==> src/rtl/vga_timing_core.sv <==
// vga_timing_core
//   Parametrised VGA timing generator and pixel-output stage. Produces the
//   h/v counters (exported as xcoor/ycoor), line/frame start strobes, sync and
//   blanking, and aligns pixel data returned by a generator of latency PIPE.
//
// Ports
//   clk            pixel clock
//   rst            synchronous active-high reset
//   enable         advance counters, delay line and outputs this cycle
//   red_in/green_in/blue_in   pixel for the coordinate issued PIPE cycles ago
//   test_mode      select internal colour bars (only with VGA_TEST_PATTERN_EN)
//   xcoor/ycoor    current h/v counter value
//   line_start     xcoor==0 (gated by enable)
//   frame_start    xcoor==0 && ycoor==0 (gated by enable)
//   hs/vs          sync outputs, asserted level HS_POL/VS_POL
//   display_active visible region, aligned with red/green/blue_out
//   red_out/green_out/blue_out  pixel data, zero outside the visible region
//
// Optional feature macro: VGA_TEST_PATTERN_EN (adds test_mode and colour bars).
//
// xcoor/ycoor lead hs/vs/display_active/RGB by PIPE+1 enabled cycles.
module vga_timing_core #(
  parameter int COLOR_W  = 2,
  parameter int H_ACTIVE = 640,
  parameter int H_FP     = 16,
  parameter int H_SYNC   = 96,
  parameter int H_BP     = 48,
  parameter int V_ACTIVE = 480,
  parameter int V_FP     = 10,
  parameter int V_SYNC   = 2,
  parameter int V_BP     = 33,
  parameter bit HS_POL   = 1'b0,
  parameter bit VS_POL   = 1'b0,
  parameter int PIPE     = 1
) (
  input  logic               clk,
  input  logic               rst,
  input  logic               enable,
  input  logic [COLOR_W-1:0] red_in,
  input  logic [COLOR_W-1:0] green_in,
  input  logic [COLOR_W-1:0] blue_in,
`ifdef VGA_TEST_PATTERN_EN
  input  logic               test_mode,
`endif
  output logic [9:0]         xcoor,
  output logic [9:0]         ycoor,
  output logic               line_start,
  output logic               frame_start,
  output logic               hs,
  output logic               vs,
  output logic               display_active,
  output logic [COLOR_W-1:0] red_out,
  output logic [COLOR_W-1:0] green_out,
  output logic [COLOR_W-1:0] blue_out
);

  localparam int H_TOTAL = H_ACTIVE + H_FP + H_SYNC + H_BP;
  localparam int V_TOTAL = V_ACTIVE + V_FP + V_SYNC + V_BP;
  localparam logic [9:0] H_LAST = 10'(H_TOTAL - 1);
  localparam logic [9:0] V_LAST = 10'(V_TOTAL - 1);
  // 11-bit compare constants so a sync window ending at 1024 still works
  localparam logic [10:0] H_ACT11 = 11'(H_ACTIVE);
  localparam logic [10:0] HS_BEG  = 11'(H_ACTIVE + H_FP);
  localparam logic [10:0] HS_END  = 11'(H_ACTIVE + H_FP + H_SYNC);
  localparam logic [10:0] V_ACT11 = 11'(V_ACTIVE);
  localparam logic [10:0] VS_BEG  = 11'(V_ACTIVE + V_FP);
  localparam logic [10:0] VS_END  = 11'(V_ACTIVE + V_FP + V_SYNC);

`ifdef VGA_TEST_PATTERN_EN
  localparam int BAR_W = H_ACTIVE / 8;
  // delay-line word: {active, hs, vs, x}; x is needed to draw the bars
  localparam int DW = 13;

  // bar index 0..7 for a visible x position
  function automatic logic [2:0] bar_of(input logic [9:0] x);
    logic [2:0] b;
    b = 3'd0;
    for (int i = 1; i < 8; i++) begin
      if ({1'b0, x} >= 11'(i * BAR_W)) b = 3'(i);
      else b = b;
    end
    return b;
  endfunction
`else
  localparam int DW = 3;
`endif

  logic [9:0]         h_q, h_d, v_q, v_d;
  logic               act_q, act_d, hs_q, hs_d, vs_q, vs_d;
  logic [COLOR_W-1:0] red_q, red_d, green_q, green_d, blue_q, blue_d;
  logic [DW-1:0]      raw, dly_out;
  logic               raw_act, raw_hs, raw_vs;

  // counter next-state: h wraps every line, v advances on h wrap
  always_comb begin
    h_d = h_q;
    v_d = v_q;
    if (enable) begin
      if (h_q == H_LAST) begin
        h_d = 10'd0;
        if (v_q == V_LAST) v_d = 10'd0;
        else v_d = v_q + 10'd1;
      end else begin
        h_d = h_q + 10'd1;
        v_d = v_q;
      end
    end else begin
      h_d = h_q;
      v_d = v_q;
    end
  end

  // raw timing decoded from the current counter position
  always_comb begin
    raw_act = ({1'b0, h_q} < H_ACT11) && ({1'b0, v_q} < V_ACT11);
    raw_hs  = ({1'b0, h_q} >= HS_BEG) && ({1'b0, h_q} < HS_END);
    raw_vs  = ({1'b0, v_q} >= VS_BEG) && ({1'b0, v_q} < VS_END);
`ifdef VGA_TEST_PATTERN_EN
    raw = {raw_act, raw_hs, raw_vs, h_q};
`else
    raw = {raw_act, raw_hs, raw_vs};
`endif
  end

  // PIPE-deep delay line matching the pixel generator latency
  generate
    if (PIPE == 0) begin : g_nodly
      assign dly_out = raw;
    end else begin : g_dly
      logic [DW-1:0] dly_q [PIPE];
      logic [DW-1:0] dly_d [PIPE];

      // shift by one stage on enabled cycles, otherwise hold
      always_comb begin
        for (int i = 0; i < PIPE; i++) dly_d[i] = dly_q[i];
        if (enable) begin
          dly_d[0] = raw;
          for (int i = 1; i < PIPE; i++) dly_d[i] = dly_q[i-1];
        end else begin
          for (int i = 0; i < PIPE; i++) dly_d[i] = dly_q[i];
        end
      end

      // delay-line registers, cleared to "blank, no sync" on reset
      always_ff @(posedge clk) begin
        if (rst) begin
          for (int i = 0; i < PIPE; i++) dly_q[i] <= '0;
        end else begin
          dly_q <= dly_d;
        end
      end

      assign dly_out = dly_q[PIPE-1];
    end
  endgenerate

  // output stage: polarity applied here, pixel sampled on the same edge
  always_comb begin
    act_d   = act_q;
    hs_d    = hs_q;
    vs_d    = vs_q;
    red_d   = red_q;
    green_d = green_q;
    blue_d  = blue_q;
    if (enable) begin
      act_d = dly_out[DW-1];
      hs_d  = dly_out[DW-2] ? HS_POL : ~HS_POL;
      vs_d  = dly_out[DW-3] ? VS_POL : ~VS_POL;
      if (dly_out[DW-1]) begin
`ifdef VGA_TEST_PATTERN_EN
        if (test_mode) begin
          red_d   = {COLOR_W{bar_of(dly_out[9:0])[2]}};
          green_d = {COLOR_W{bar_of(dly_out[9:0])[1]}};
          blue_d  = {COLOR_W{bar_of(dly_out[9:0])[0]}};
        end else begin
          red_d   = red_in;
          green_d = green_in;
          blue_d  = blue_in;
        end
`else
        red_d   = red_in;
        green_d = green_in;
        blue_d  = blue_in;
`endif
      end else begin
        red_d   = '0;
        green_d = '0;
        blue_d  = '0;
      end
    end else begin
      act_d   = act_q;
      hs_d    = hs_q;
      vs_d    = vs_q;
      red_d   = red_q;
      green_d = green_q;
      blue_d  = blue_q;
    end
  end

  // counter and output registers
  always_ff @(posedge clk) begin
    if (rst) begin
      h_q     <= 10'd0;
      v_q     <= 10'd0;
      act_q   <= 1'b0;
      hs_q    <= ~HS_POL;
      vs_q    <= ~VS_POL;
      red_q   <= '0;
      green_q <= '0;
      blue_q  <= '0;
    end else begin
      h_q     <= h_d;
      v_q     <= v_d;
      act_q   <= act_d;
      hs_q    <= hs_d;
      vs_q    <= vs_d;
      red_q   <= red_d;
      green_q <= green_d;
      blue_q  <= blue_d;
    end
  end

  assign xcoor          = h_q;
  assign ycoor          = v_q;
  assign line_start     = enable && (h_q == 10'd0);
  assign frame_start    = enable && (h_q == 10'd0) && (v_q == 10'd0);
  assign hs             = hs_q;
  assign vs             = vs_q;
  assign display_active = act_q;
  assign red_out        = red_q;
  assign green_out      = green_q;
  assign blue_out       = blue_q;

endmodule
==> config.mk <==
export PLATFORM = sky130hd
export DESIGN_NAME = vga_timing_core
export DESIGN_NICKNAME = d
export VERILOG_FILES = /design/src/rtl/vga_timing_core.sv
export SDC_FILE = /design/constraint.sdc
export NUM_CORES = 1
export LEC_CHECK = 0
export ABC_CLOCK_PERIOD_IN_PS = 1700
export CAP_MARGIN = 20
export CORE_UTILIZATION = 43
export CTS_CLUSTER_DIAMETER = 200
export CTS_CLUSTER_SIZE = 24
export DETAILED_ROUTE_END_ITERATION = 8
export PLACE_DENSITY_LB_ADDON = 0.05
export SLEW_MARGIN = 10
export SYNTH_ARGS = -nofsm -noshare
export SYNTH_HDL_FRONTEND = slang
export SYNTH_SLANG_ARGS = --single-unit
export TNS_END_PERCENT = 5
==> constraint.sdc <==
create_clock -name clk -period 1.7 [get_ports clk]
set_clock_uncertainty 0.1 [all_clocks]
set_input_delay 0.425 -clock clk [delete_from_list [all_inputs] [get_ports clk]]
set_output_delay 0.425 -clock clk [all_outputs]
set_load 0.1 [all_outputs]
Word level (Yosys, flattened, before mapping). Cells that the tools add are included.

Bits in registers: 32. Input port bits: 9. Output and inout bits: 31. Logic and storage cells: 34.

Add/sub/neg operators: 2. Magnitude comparators: 6. Eq/ne operators: 2. Mux-type cells: 7. Reduce and logical (&&, ||, !) cells: 8.

Operators by type and width (number): adder 10 x 1 -> 10 bit (second input constant) (2); == test 10 bit (second input constant) (2); logical NOT 10 bit (2); less-than comparator 10 bit (second input constant) (2); less-than comparator 10 x 9 -> 1 bit (second input constant) (2); two-way mux 10 bit (2); >= comparator 10 bit (second input constant) (1); >= comparator 10 x 9 -> 1 bit (second input constant) (1); two-way mux 2 bit (3); logical AND 1 bit (5); two-way mux 1 bit (2); AND reduction 2 bit (1).

Longest topological paths before layout. Gate-level depths: netlist of run 1.

Depth after elaboration: 3. Mapped depth: 7.

Worst setup path after synthesis of run 1. OpenSTA, ideal clock, no wires.

Path type: register to output. Start point: register h_q[4], in the netlist xcoor[4]. End point: output frame_start. Arrival: 5.023 ns. Required time: 1.175 ns. Setup slack: -3.848 ns. Cell stages (with the launch flop): 5. Buffers on the path: 1. Cell sequence: dfxtp_1 buf_2 nor4b_1 and3_1 nor4bb_1.

Word-level cells in the longest chain between the ends: 3.

Ends and longest elaborated chain: start, declared (line 88) `logic [9:0] h_q, h_d, v_q, v_d;`; start signal, assigned (line 203) `h_q <= 10'd0;`; start signal, assigned (line 212) `h_q <= h_d;`; logical NOT 10 bit; logical AND 1 bit; named net line_start (line 47) `output logic line_start,`; logical AND 1 bit (line 226) `assign frame_start = enable && (h_q == 10'd0) && (v_q == 10'd0);`; end, declared (line 48) `output logic frame_start,`.

The timed path passes the listed nets, and every way through them passes these cells.

Worst setup path after layout of run 1.
Start point: register h_q[0], in the netlist xcoor[0]. End point: output frame_start.

Word-level cells in the longest chain between the ends: 3.

Ends and longest elaborated chain (line): logical NOT 10 bit (226); logical AND 1 bit (2 in a row) (226).

No other way between the ends.

==> summary.md, run 1 <==
| Metric | Value |
|---|---|
| # nets final | 255 |
| Die Wd | a little over 60 um |
| Core area | ~3200 um^2 |
| Pre-CTS WS | -0.7758 ns |
| Finished Layout Cells | around 290 |
| Max-Cap Viols | 0 |
| Worst Setup Start Kind | flip-flop |
| Starting density of the core | 0.4687 |
| Worst setup startpoint | xcoor[0] |
| Final hold vios | 0 |
| Placed insts | approximately 280 |
| Post-synth ARST share | 0 |
| R2R setup slack | -0.21 ns |
| Pin count of the biggest net entering global routing | 13 |
| Post-synthesis sequential area ratio | 0.4335 |
| Worst VDD drop | 0.4914 mV |
| Total power | 1563 uW |
| Clk root buf | clkbuf_4 |
| Ant diodes | 0 |
| CP Class | reg2out |
| Worst Reg-to-Reg Cells | 7 |
| Worst setup EP type | primary output |
| Avg Cell Area, Syn | 8.591 um^2 |
| Register bit total from synthesis | 32 |
| PD cells | between 500 and 600 nW/um^2 |
| Synth top area share | 0.4335 |
| Fillers | approximately 190 |
| Synth Cell Area | ~1500 um^2 |
| Worst skew pair latency | 0.34 ns |
| Area growth syn-to-layout | 77.73% |
| # setup viols final | 11 |
| Netlist cell types | 35 |
| Post-DR vias/cell | ~5.4 |
| Failing checks | negative setup slack |
| Gr usage total | 0.2589 |
| Final HPWL DP | between 3000 and 4000 um |
| Synth Flop Type | dfxtp_1 |
| Slew Viols, Final | 0 |
| Setup TNS | -2.299 ns |
| Drt drc | 0 |
| Critical Path AT | approximately 1.8 ns |
| Crit share post-route | 1.335 |
| Grt total ovfl | 0 |
| Area leader, netlist | dfxtp_1 |
| Drt total wl | approximately 4400 um |
| Reg clk slew, reported paths | 0.10 ns |
| Die area | 3675 um^2 |
| Number of flops mapped to enable cells by yosys | 0 |
| Die Y | about 61 um |
| Clk buf depth | 2 |
| Vias in the first global route | between 1.5k and 2k |
| Syn Nets | 185 |
| Synthesis Warnings | 0 |
| IO Port Bufs | 39 |
| Vias | ~1.5k |
| Min-delay worst type | reg2reg |
| Routed WL per cell | approximately 15 um |
| Required time of the critical path | 1.17 ns |
| Initial antenna violation count | 0 |
| Final Worst Setup Slack | -0.5701 ns |
| Minimum clock period | 2.270 ns |
| Fmax | 440.5 MHz |
| Hold_buf cts | 0 |
| Synth cell count leaders | dfxtp_1, nor2_1, a21oi_1, nand2_1, nand3_1 |
| Ports | 40 |
| Most frequent cell after synthesis | dfxtp_1 |
| Status | finished, violations left |
| CTS tree | built |
| Crit Path Max Fanout | 2 |
| Global-route wire length before repair | slightly below 7000 um |
| Fraction of layout cells with a size suffix above 1 | 0.4074 |
| Synth Instances | approximately 170 |
| Leakage dissipation | 0.001022 uW |
| Max H-tree Level | 2 |
| Clock Sinks | 32 |
| Largest cells by area after synthesis | dfxtp_1, nor2_1, a21oi_1 |
| Worst Setup EP | frame_start |
| Std-Cell Rows | 20 |
| GPL Wtd Cong | ~0.84 |
| R2r endpoint | ycoor[9] |
| Least-Margin Pin Slew | 0.3623 ns |
| Routed Antenna Nets | 0 |
| Unrepaired setup endpoints after global routing | yes |
| Slew margin rel. | 0.7581 |
| Initial DRC Count | between 90 and 100 |
| CTS Buf Count | 5 |
| Drt first pass iters | 4 |
| Reg2reg start | xcoor[0] |
-- cell usage in the layout (no fill, tap or decap), types with 7 or more instances in the layout --
cell             netlist  routed
buf_12                 0      31
a21oi_1               11       9
buf_4                  1      28
clkdlybuf4s50_1        0       7
nand3_1                8       8
nor2_1                23      23
dfxtp_2                0       9
o21ai_0                7       7
dfxtp_1               32      17
nand2_1               10      10
-- worst min-delay path by stage --
stage / depth (start not counted) / startpoint / to / slack [ns]
after floorplan: 2 / dly_out[2] / dly_out[2] / 0.34
after global placement: 2 / dly_out[2] / dly_out[2] / 0.37
after detailed placement: 2 / dly_out[2] / dly_out[2] / 0.39
after CTS: 2 / dly_out[1] / dly_out[1] / 0.42
after global routing: 2 / dly_out[1] / dly_out[1] / 0.43
final: 2 / dly_out[1] / dly_out[1] / 0.41
-- area by class of cell --
| cell class | instances | area (um^2) | share of cell area |
|---|---|---|---|
| multi-input combinational | 125 | 849.6 | 0.3235 |
| clock buffer | 8 | 58.81 | 0.02239 |
| inverter | 6 | 22.52 | 0.008576 |
| sequential | 32 | 674.4 | 0.2568 |
| timing repair buffer | 72 | 965.9 | 0.3678 |
| tap | 44 | 55.05 | 0.02096 |
-- logic make-up (layout without fill, tap and decap cells) --
group | count (synthesis) | after routing | synth area share
and+or+nand+nor | 79 | 79 | 0.2930
muxes | 1 | 1 | 0.006774
AOI/OAI and AO/OA | 31 | 31 | 0.1312
buffers and inverters | 15 | 86 | 0.04234
adders and majority gates | 4 | 4 | 0.03387
DFF | 32 | 32 | 0.4335
xor gates and xnor gates | 10 | 10 | 0.05927
-- metal layers --
metal,part of all wire,vias to the layer above,wire (um),global-route usage
li1,-,755,-,-
met1,0.40,730,1760,0.3158
met2,0.52,46,2272,0.4144
met3,0.049,14,216,0.08529
met4,0.027,0,118,0.1201
met5,0,-,0,0
-- state kept, by name, summed over array words and instances (netlist names) --
| signal | cells |
|---|---|
| display_active | 1 |
| red_out | 2 |
| blue_out | 2 |
| ycoor | 10 |
| hs | 1 |
| dly_out | 3 |
| xcoor | 10 |
| green_out | 2 |
| vs | 1 |
-- per-stage QoR --
step | util | hold WS (ns) | instance area, um^2
after detailed placement | 0.7885 | 0.3854 | 2486
after global placement | 0.7885 | 0.3651 | 2486
after CTS | 0.8258 | 0.4164 | 2604
after floorplan | - | 0.3422 | 1544
after global routing | 0.8329 | 0.4333 | 2626
final | 0.8329 | 0.4117 | 2626
-- where the power goes --
part	total (uW)	internal (uW)	switching, uW
Combinational	330	142	188
Clock	468	204	264
Sequential	765	755	10.2
-- worst max-delay path, cell delays in order (launching register included) --
cell and delay, ns:
dfxtp_4 0.36, inv_2 0.04, ha_1 0.14, nor4b_4 0.20, and3_4 0.22, nor4bb_4 0.25, buf_12 0.21
-- timing repair --
action                                  4_1_cts  5_1_grt
endpoints found under the setup margin       19       20
resized for setup                            10        6
buffers inserted                              2        0
pin swaps                                    15        2
No activity file was read; power rests on OpenSTA's default activity.
==> run 2, diff against run 1 <==
- ABC_CLOCK_PERIOD_IN_PS: 1700 -> 2700
- CORE_UTILIZATION: 43 -> 51
- clock period: 1.7 -> 2.7 ns (I/O delays scaled with it)
==> run 2 against run 1 <==
Net effect: the flow now finishes without violations; first-iteration DRC count decreased by 52%; critical path depth unchanged; sequential power decreased by 37%; worst hold slack worse by 0.017 ns; global-route usage fell by 2.6 points; via count down 9.7%; wire length is 23% lower; highest routed layer unchanged.
==> summary.md, run 2 (synthesized netlist as in run 1, its figures left out) <==
| Metric | Value |
|---|---|
| Status | finished, final reports clean (was finished, violations left) |
| Required time of the critical path | 1.92 ns (was 1.17 ns) |
| Leakage dissipation | 0.0007959 uW (was 0.001022 uW) |
| IO Port Bufs | 39 (unchanged) |
| GPL Wtd Cong | 0.7426 (was 0.8379) |
| R2R setup slack | 0.83 ns (was -0.21 ns) |
| Routed Antenna Nets | 0 (unchanged) |
| Drt first pass iters | 4 (unchanged) |
| Slew Viols, Final | 0 (unchanged) |
| Worst VDD drop | 0.5108 mV (was 0.4914 mV) |
| Die Wd | 55.83 um (was 60.62 um) |
| Grt total ovfl | 0 (unchanged) |
| Die Y | 55.83 um (was 60.62 um) |
| CTS tree | built (unchanged) |
| Fillers | 219 (was 194) |
| Slew margin rel. | 0.7927 (was 0.7581) |
| Unrepaired setup endpoints after global routing | no (was yes) |
| Clk root buf | clkbuf_4 (unchanged) |
| Drt total wl | 3353 um (was 4367 um) |
| Gr usage total | 0.2334 (was 0.2589) |
| Hold_buf cts | 0 (unchanged) |
| Worst Setup Start Kind | flip-flop (unchanged) |
| Most frequent cells in the layout | buf_4, nor2_1, dfxtp_1 (was buf_12, buf_4, nor2_1) |
| Vias in the first global route | 1254 (was 1511) |
| # setup viols final | 0 (was 11) |
| Ports | 40 (unchanged) |
| Max H-tree Level | 2 (unchanged) |
| Util after Layout | 0.7337 (was 0.8329) |
| Final HPWL DP | 2517 um (was 3078 um) |
| Clock Sinks | 32 (unchanged) |
| CTS Buf Count | 5 (unchanged) |
| Drt drc | 0 (unchanged) |
| Footprint of the multi-input gates | 813.3 um^2 (was 849.6 um^2) |
| Clk buf depth | 2 (unchanged) |
| Final Instance Area | 2023 um^2 (was 2626 um^2) |
| Minimum clock period | roughly 2.6 ns |
| Core area | 2758 um^2 (was 3153 um^2) |
| Worst setup EP type | primary output (unchanged) |
| Vias | 1395 (was 1545) |
| Least-Margin Pin Slew | 0.3106 ns (was 0.3623 ns) |
| Initial antenna violation count | 0 (unchanged) |
| Worst skew pair latency | 0.34 ns (about the same) |
| Initial DRC Count | 48 (was 99) |
| Std-Cell Rows | 19 (was 20) |
| Critical Path AT | 1.80 ns (was 1.75 ns) |
| Crit share post-route | 0.9532 |
| Die area | 3116 um^2 (was 3675 um^2) |
| Pin count of the biggest net entering global routing | 14 (was 13) |
| # nets final | 231 (was 255) |
| Fraction of layout cells with a size suffix above 1 | 0.3379 (was 0.4074) |
| Sequential cell area | 674.4 um^2 (unchanged) |
| Area growth syn-to-layout | 36.92% (was 77.73%) |
| Starting density of the core | 0.5358 (was 0.4687) |
| Post-DR vias/cell | 5.580 (was 5.383) |
| Crit Path Max Fanout | 6 (was 2) |
| Ant diodes | 0 (unchanged) |
| Min-delay worst type | reg2reg (unchanged) |
| Reg clk slew, reported paths | 0.10 ns (about the same) |
| Commonest non-fill, non-tap cell in the layout | buf_4 (was buf_12) |
| PD cells | 459.5 nW/um^2 (was 595.1 nW/um^2) |
| Max-Cap Viols | 0 (unchanged) |
| Global-route wire length before repair | 5602 um (was 6941 um) |
| Cell Area, Placed | 1961 um^2 (was 2486 um^2) |
| Total power | 929.7 uW (was 1563 uW) |
| Final hold vios | 0 (unchanged) |
| Hold_ws | 0.3946 ns (was 0.4117 ns) |
| Routed WL per cell | 13.41 um (was 15.22 um) |
| Post-CTS setup buffers | 0 (was 2) |
| Fmax | about 400 MHz |
| CP Class | reg2out (unchanged) |
[run 2: cell types whose count changed in the layout (fill, tap and decap cells not counted), moves of 2 or more]
| cell | previous run | this run |
|---|---|---|
| and4_1 | 0 | 2 |
| buf_4 | 28 | 38 |
| and4_4 | 2 | 0 |
| a21oi_1 | 9 | 11 |
| clkbuf_1 | 2 | 0 |
| buf_12 | 31 | 2 |
| a21oi_2 | 2 | 0 |
| buf_6 | 5 | 0 |
| clkinv_2 | 0 | 2 |
| nor4_2 | 0 | 2 |
| nor4_1 | 2 | 0 |
[run 2: final timing paths]
| check | startpoint | to | depth (start not counted) |
|---|---|---|---|
| hold / removal | dly_out[2] | dly_out[2] | 2 |
| setup reg to reg | xcoor[0] | ycoor[3] | 6 |
| setup / recovery | xcoor[0] | frame_start | 6 |
| hold reg to reg | dly_out[2] | dly_out[2] | 2 |
[run 2: timing repair]
action	in CTS	in global routing
gates resized for setup	1	3
hold endpoints to repair	0	0
setup endpoints to repair	2	1
[run 2: routing by layer]
metal,wire length [um],track usage,part of all wire
met4,76,0.1394,0.023
met5,0,0,0
met2,1677,0.3701,0.50
met1,1481,0.2925,0.44
met3,118,0.04884,0.035
[run 2: final cells by class]
class	count	area share
multi-input cells	125	0.4020
flip-flops and latches	32	0.3333
repair buffers	48	0.1979
clock buffers	6	0.02536
well taps	31	0.01917
inverters	6	0.01732
clock inverters	2	0.004947
[run 2: critical path: stages, from the launching register on]
cell and delay, ns:
dfxtp_4 0.37, inv_2 0.05, ha_1 0.13, nor4b_2 0.23, and3_4 0.22, nor4bb_4 0.25
buf_12 0.22
[run 2: where the power goes]
part	internal (uW)	switching (uW)	total, uW
Sequential	475	7.13	482
Combinational	57.2	107	164
Clock	124	160	283
[run 2: metrics by stage]
step,std cells,TNS (ns),setup WS (ns)
6_report,250,0,0.1263
5_1_grt,250,0,0.05413
4_1_cts,250,0,0.007245
3_5_place_dp,242,-2.373,-0.2665
3_3_place_gp,242,-1.313,-0.2364
2_1_floorplan,172,-0.4171,-0.4171
==> run 3, diff against run 2 <==
- CORE_UTILIZATION: 51 -> 39
==> run 3 against run 2 <==
Net effect: total power is 6.9% higher; critical path depth unchanged; final area increased by 2.4%; clock power increased by 23%; final cell count grew 6.8%.
==> summary.md, run 3 (synthesized netlist as in run 1, its figures left out) <==
| Metric | Value |
|---|---|
| Worst VDD drop | 0.2795 mV (was 0.5108 mV) |
| Final HPWL DP | 2529 um (was 2517 um) |
| Grt total ovfl | 0 (unchanged) |
| Drt first pass iters | 4 (unchanged) |
| IO Port Bufs | 39 (unchanged) |
| Die Wd | 63.56 um (was 55.83 um) |
| Clk root buf | clkbuf_8 (was clkbuf_4) |
| Reg clk slew, reported paths | 0.07 ns (was 0.10 ns) |
| Finished Layout Cells | 267 (was 250) |
| Core area | 3468 um^2 (was 2758 um^2) |
| Unrepaired setup endpoints after global routing | no (unchanged) |
| Pin count of the biggest net entering global routing | 15 (was 14) |
| Final Worst Setup Slack | 0.1702 ns (was 0.1263 ns) |
| Vias in the first global route | 1259 (was 1254) |
| Die Y | 63.56 um (was 55.83 um) |
| # setup viols final | 0 (unchanged) |
| Std-Cell Rows | 21 (was 19) |
| Commonest non-fill, non-tap cell in the layout | buf_4 (unchanged) |
| Drt drc | 0 (unchanged) |
| Crit Path Max Fanout | 6 (unchanged) |
| Worst skew pair latency | 0.28 ns (was 0.34 ns) |
| Setup TNS | 0 ns (unchanged) |
| Max H-tree Level | 2 (unchanged) |
| Slew margin rel. | 0.7650 (was 0.7927) |
| Initial DRC Count | 97 (was 48) |
| Most frequent cells in the layout | buf_4, nor2_1, dfxtp_1 (unchanged) |
| CP Class | reg2out (unchanged) |
| Total power | 994.2 uW (was 929.7 uW) |
| Area growth syn-to-layout | 40.14% (was 36.92%) |
| Worst Setup Start Kind | flip-flop (unchanged) |
| Placed insts | 259 (was 242) |
| Final hold vios | 0 (unchanged) |
| Post-CTS setup buffers | 0 (unchanged) |
| Max-Cap Viols | 0 (unchanged) |
| Drt total wl | 3419 um (was 3353 um) |
| Pre-CTS WS | -0.2734 ns (was -0.2665 ns) |
| Crit share post-route | 0.9370 (was 0.9532) |
| Ant diodes | 0 (unchanged) |
| CTS tree | built (unchanged) |
| Least-Margin Pin Slew | 0.3493 ns (was 0.3106 ns) |
| Leakage dissipation | 0.0008069 uW (was 0.0007959 uW) |
| Clock Sinks | 32 (unchanged) |
| Slew Viols, Final | 0 (unchanged) |
| Required time of the critical path | 1.92 ns (about the same) |
| Critical Path AT | 1.75 ns (was 1.80 ns) |
| Routed Antenna Nets | 0 (unchanged) |
| Initial antenna violation count | 0 (unchanged) |
| Gr usage total | 0.1842 (was 0.2334) |
| Die area | 4039 um^2 (was 3116 um^2) |
| Clk buf depth | 2 (unchanged) |
| Ports | 40 (unchanged) |
| Minimum clock period | 2.530 ns (was 2.574 ns) |
| Fmax | 395.3 MHz (was 388.5 MHz) |
| Global-route wire length before repair | 5671 um (was 5602 um) |
| Hold_buf cts | 0 (unchanged) |
| Min-delay worst type | reg2reg (unchanged) |
| Status | finished, final reports clean (unchanged) |
| Util after Layout | 0.5970 (was 0.7337) |
| PD cells | 480.1 nW/um^2 (was 459.5 nW/um^2) |
| Worst setup EP type | primary output (unchanged) |
| CTS Buf Count | 5 (unchanged) |
| # nets final | 233 (was 231) |
| Routed WL per cell | 12.81 um (was 13.41 um) |
| Post-DR vias/cell | 5.187 (was 5.580) |
| GPL Wtd Cong | 0.7876 (was 0.7426) |
| Fraction of layout cells with a size suffix above 1 | 0.3303 (was 0.3379) |
| Starting density of the core | 0.4260 (was 0.5358) |
| Vias | 1385 (was 1395) |
[run 3: cell types whose count changed in the layout (fill, tap and decap cells not counted)]
cell      delta
clkbuf_1     +2
buf_4        +2
clkinv_2     -1
clkbuf_4     -5
nor4_2       -1
nor4_1       +1
clkbuf_8     +4
[run 3: critical path, stage by stage (launching register included)]
cell and delay (ns):
dfxtp_4 0.37, inv_2 0.05, ha_1 0.13, nor4b_2 0.22
and3_4 0.23, nor4bb_4 0.25, buf_12 0.22
[run 3: final cells by class]
class | instances | area [um^2]
inverter | 6 | 35.03
sequential | 32 | 674.4
clock buffer | 7 | 76.32
timing repair buffer | 50 | 415.4
multi-input combinational | 125 | 807.0
fill | 322 | 1398
clock inverter | 1 | 5.005
tap | 46 | 57.56
[run 3: timing repair]
action	CTS	global route
cloned	0	0
gates resized for setup	2	1
endpoints found under the setup margin	2	1
[run 3: per-stage QoR]
step           cell area, um^2  hold WS (ns)
4_1_cts                   2076        0.3916
3_3_place_gp              1994        0.3652
3_5_place_dp              1994        0.3765
6_report                  2071        0.3889
2_1_floorplan             1563        0.3422
5_1_grt                   2071        0.4309
[run 3: path summary, 6_finish.rpt]
kind                      end        from  slack, ns  cells after the start
setup / recovery  frame_start    xcoor[0]       0.17                      6
hold / removal     dly_out[2]  dly_out[2]       0.39                      2
setup reg to reg     ycoor[9]    xcoor[0]       0.79                      5
hold reg to reg    dly_out[2]  dly_out[2]       0.39                      2
[run 3: routing by layer]
layer,global-route usage,vias to the layer above,part of all wire
li1,-,708,-
met1,0.2147,642,0.45
met2,0.3005,31,0.49
met3,0.07428,4,0.051
met4,0.06818,0,0.0088
met5,0,-,0
[run 3: where the power goes]
part | switching, uW | internal (uW) | leakage, uW
clock | 167 | 181 | 0.0000422
combinational | 107 | 57.2 | 0.000497
sequential | 7.37 | 476 | 0.000268
total | 281 | 714 | 0.000807
